===== config.mk =====
export PLATFORM = sky130hd
export DESIGN_NAME = ram_4x4_loader
export DESIGN_NICKNAME = d
export VERILOG_FILES = /design/src/rtl/ram_4x4_loader.sv
export SDC_FILE = /design/constraint.sdc
export NUM_CORES = 1
export LEC_CHECK = 0
export ABC_AREA = 1
export BUFFER_PORTS_ARGS = -buffer_cell sky130_fd_sc_hd__clkbuf_2
export CAP_MARGIN = 20
export CORE_MARGIN = 4
export CORE_UTILIZATION = 55
export DETAILED_ROUTE_END_ITERATION = 8
export PLACE_DENSITY = 0.77
export SLEW_MARGIN = 20
export SYNTH_ARGS = -nofsm -noshare
export SYNTH_HDL_FRONTEND = slang
export SYNTH_SLANG_ARGS = --single-unit

===== constraint.sdc =====
create_clock -name clk -period 1.4 [get_ports clk]
set_input_delay 0.35 -clock clk [delete_from_list [all_inputs] [get_ports clk]]
set_output_delay 0.35 -clock clk [all_outputs]
set_load 0.01 [all_outputs]

===== src/rtl/ram_4x4_loader.sv =====
// Stream loader for a DEPTH x DATA_W register array with a registered read port.
// Optional macro RAM_LOADER_AUTOSTART_EN: leave reset already in LOAD so the first load needs no start.
module ram_4x4_loader #(
   parameter int unsigned DATA_W = 4,
   parameter int unsigned DEPTH  = 4
) (
   input  logic                         clk,
   input  logic                         rst,
   input  logic                         start,
   input  logic                         in_valid,
   input  logic [DATA_W-1:0]            in_data,
   output logic                         in_ready,
   output logic                         done,
   output logic [$clog2(DEPTH+1)-1:0]   wr_count,
   input  logic [$clog2(DEPTH)-1:0]     address,
   output logic [DATA_W-1:0]            data_out
);

   localparam int unsigned AW    = $clog2(DEPTH);
   localparam int unsigned CNT_W = $clog2(DEPTH + 1);
   localparam logic [AW-1:0] LAST_PTR = AW'(DEPTH - 1);

   typedef enum logic [1:0] {
      S_IDLE = 2'd0,
      S_LOAD = 2'd1,
      S_DONE = 2'd2
   } state_t;

`ifdef RAM_LOADER_AUTOSTART_EN
   localparam state_t RESET_STATE = S_LOAD;
`else
   localparam state_t RESET_STATE = S_IDLE;
`endif

   state_t              state;
   state_t              state_nxt;
   logic [AW-1:0]       ptr;
   logic                wr_en;
   logic                clr;
   logic [DATA_W-1:0]   mem [DEPTH];

   // State register
   always_ff @(posedge clk or posedge rst) begin
      if (rst) begin
         state <= RESET_STATE;
      end else begin
         state <= state_nxt;
      end
   end

   // Next state, handshake and datapath controls; start always wins over a transfer
   always_comb begin
      state_nxt = state;
      in_ready  = 1'b0;
      wr_en     = 1'b0;
      clr       = 1'b0;
      case (state)
         S_IDLE: begin
            if (start) begin
               state_nxt = S_LOAD;
               clr       = 1'b1;
            end
         end
         S_LOAD: begin
            in_ready = ~start;
            if (start) begin
               clr = 1'b1;
            end else if (in_valid) begin
               wr_en = 1'b1;
               if (ptr == LAST_PTR) begin
                  state_nxt = S_DONE;
               end
            end
         end
         S_DONE: begin
            if (start) begin
               state_nxt = S_LOAD;
               clr       = 1'b1;
            end
         end
         default: begin
            state_nxt = S_IDLE;
         end
      endcase
   end

   // Write pointer, word counter and done flag
   always_ff @(posedge clk or posedge rst) begin
      if (rst) begin
         ptr      <= '0;
         wr_count <= '0;
         done     <= 1'b0;
      end else begin
         done <= (state_nxt == S_DONE);
         if (clr) begin
            ptr      <= '0;
            wr_count <= '0;
         end else if (wr_en) begin
            ptr      <= ptr + AW'(1);
            wr_count <= wr_count + CNT_W'(1);
         end
      end
   end

   // Storage array; a same-edge read sees the old word through NBA ordering
   always_ff @(posedge clk or posedge rst) begin
      if (rst) begin
         for (int unsigned i = 0; i < DEPTH; i++) begin
            mem[i] <= '0;
         end
         data_out <= '0;
      end else begin
         if (wr_en) begin
            mem[ptr] <= in_data;
         end
         data_out <= mem[address];
      end
   end

endmodule

==> metrics.yaml <==
dp_hpwl_mm: 1.91
cts_buffer_depth: 2
finalHoldViolCount: 0
diodes: 0
grt_pass1_wl_mm: 4.57
final_common_cell: "nand2_1"
cp_slowest_stage_delay_ps: 430
cts.clk_slew.worst_paths_ps: 130
fin_nets: 202
hold_class: "in -> async"
worst-path-stages: 4
wirelength_mm: 2.57
numClockSinks: 28
nFillCells: 194
vias: 1116
cts_made_buffers: 3
slew_violations: 0
synth-seq-cells: 28
cts_max_level: 1
ctsHoldBuffers: 0
report.final.setup_viol: 1
hold_ws_ps: 39.9
setup-tns-final_ps: -38.7
rsz0062_at_grt: "yes"
skew_ps: 2.00
cp.required_ps: 1050
worstSetupPathType: "reg -> out"
synth_area_leader_cell: "dfrtp_1"
fin_ws_ps: -38.7
period_share_pct: 103
via_per_inst: 5.24
maxCapViolCount: 0
die_area_um2: 3290
grt_max_degree: 29
slew_headroom_pct: 76.7
insertion_delay_ps: 320
ant_nets: 0
die_width_um: 57.3
crit_path_end_kind: "output port"
first_pass_iters: 4
max_freq_ghz: 0.695
reg2regPathDepth: 6
min_period_ps: 1440
die_y_um: 57.3
rows: 17
design.core.area_um2: 2250
syn-instance-count: 160
synth.avg_cell_area_um2: 8.36
place_congestion: 0.746
powerDensity_nw_per_um2: 1080
critical_path.n_buffers_inverters: 2
p_leak_nw: 0.863
synthesis.nets: 175
cts_tree: "done"
grt_pass1_vias: 1082
drt_iter0_drc: 19
rrSetupSlack_ps: 130
violations: "setup timing"
port_buffers: 18
synth_area_um2: 1340
worst_pin_slew_ps: 350
avgRoutedWirePerCell_um: 12.1
cp-start-kind: "flop"
grt_use_total_pct: 18.0
io_pins: 19
overflow: 0
cp.arrival_ps: 1090
area_delta_synth_final_pct: 15.5
yosys.cell_types.count: 15
yosysSeqAreaShare_pct: 52.4
synth_area_leaders: "dfrtp_1 (52%), nand2_1 (15%), nand3_1 (10%)"
ys_warn_count: 0
root_buffer: "clkbuf_4"
start_util_pct: 59.3
cp_slowest_cell: "dfrtp_1"
route.detailed.drc: 0
layout_common_cells: "nand2_1 (55), nand3_1 (27), dfrtp_1 (27)"
outcome: "finished, violations left"
post-place-ws_ps: 128
path_delay_family: "flip-flops"
crit_fanout: 2
antenna_found_initial: 0
ir_drop_v: 0.000771
drive_above_1_share_pct: 19.5
crit_chain: "inv_2 > nand2_4 > nor2_4 > buf_6"
yosysTopAreaCellShare_pct: 52.4
## metrics by stage
stage / cells / util (%) / area, um2 / power [mW]
floorplan: 160 / - / 1340 / 1.25
global placement: 204 / 64.4 / 1450 / 1.34
detailed placement: 204 / 64.4 / 1450 / 1.36
CTS: 211 / 67.4 / 1520 / 1.70
global route: 213 / 68.5 / 1550 / 1.79
finish: 213 / 68.5 / 1550 / 1.67
## per-layer routing
layer / part of all wire, % / GRT usage, % / wire length (um)
met5: 0 / 0 / 0
met4: 2.0 / 8.94 / 52
met3: 3.2 / 3.39 / 81
met2: 51 / 31.2 / 1300
met1: 44 / 21.3 / 1130
## where the power goes
| group | switching [mW] | leakage, nW | total, mW | internal, mW |
|---|---|---|---|---|
| logic | 0.192 | 0.487 | 0.322 | 0.130 |
| clock network | 0.218 | 0.0138 | 0.319 | 0.101 |
| registers | 0.0812 | 0.362 | 1.03 | 0.950 |
| total | 0.491 | 0.863 | 1.67 | 1.18 |
## worst paths after layout
kind | to | startpoint
max | in_ready | state[1]
min | mem[1] | rst
max reg2reg | mem[15] | state[1]
min reg2reg | mem[13] | mem[13]
max in group asynchronous | state[0] | rst
min in group clk | mem[6] | in_data[2]
## cells by family after synthesis
| family | Yosys count | share of synthesized area [%] |
|---|---|---|
| AOI/OAI and AO/OA | 16 | 7.11 |
| DFF | 28 | 52.4 |
| buffers and inverters | 23 | 7.20 |
| adders and majority gates | 5 | 4.68 |
| and+or+nand+nor | 88 | 28.6 |
## what timing repair did
action / CTS / global route
gates resized for setup: 5 / 3
endpoints found under the setup margin: 1 / 6
setup buffers: 4 / 2
pin swaps: 1 / 1
## state kept, by name, indices dropped and copies added, names as in the netlist
signal and cells:
data_out 4, done 1, state 2, mem 16
ptr 2, wr_count 3
## cell type report
class | instances | area, um2 | share of cell area, %
Clock buffer | 3 | 22.5 | 1.46
Inverter | 19 | 71.3 | 4.62
Multi-Input combinational cell | 109 | 558 | 36.1
Sequential cell | 28 | 702 | 45.4
Tap cell | 28 | 35.0 | 2.27
Timing Repair Buffer | 26 | 156 | 10.1
## synth_stat cells
cell type  count
a21oi_1        6
buf_2          2
buf_6          1
clkbuf_1       1
dfrtp_1       28
ha_1           5
inv_1         19
nand2_1       55
nand2_2        1
nand3_1       28
nor2_1         2
nor2_4         2
o211ai_1       4
o21ai_0        4
o31ai_1        2
## worst register-to-register path, cell delays in order, from the launching register on
cell and delay, ps:
dfrtp_1 430, inv_2 80, nand2_4 60, buf_4 140
nor2_4 290, nand3_1 140, nand2_1 90
(Power assumes the default switching activity.)
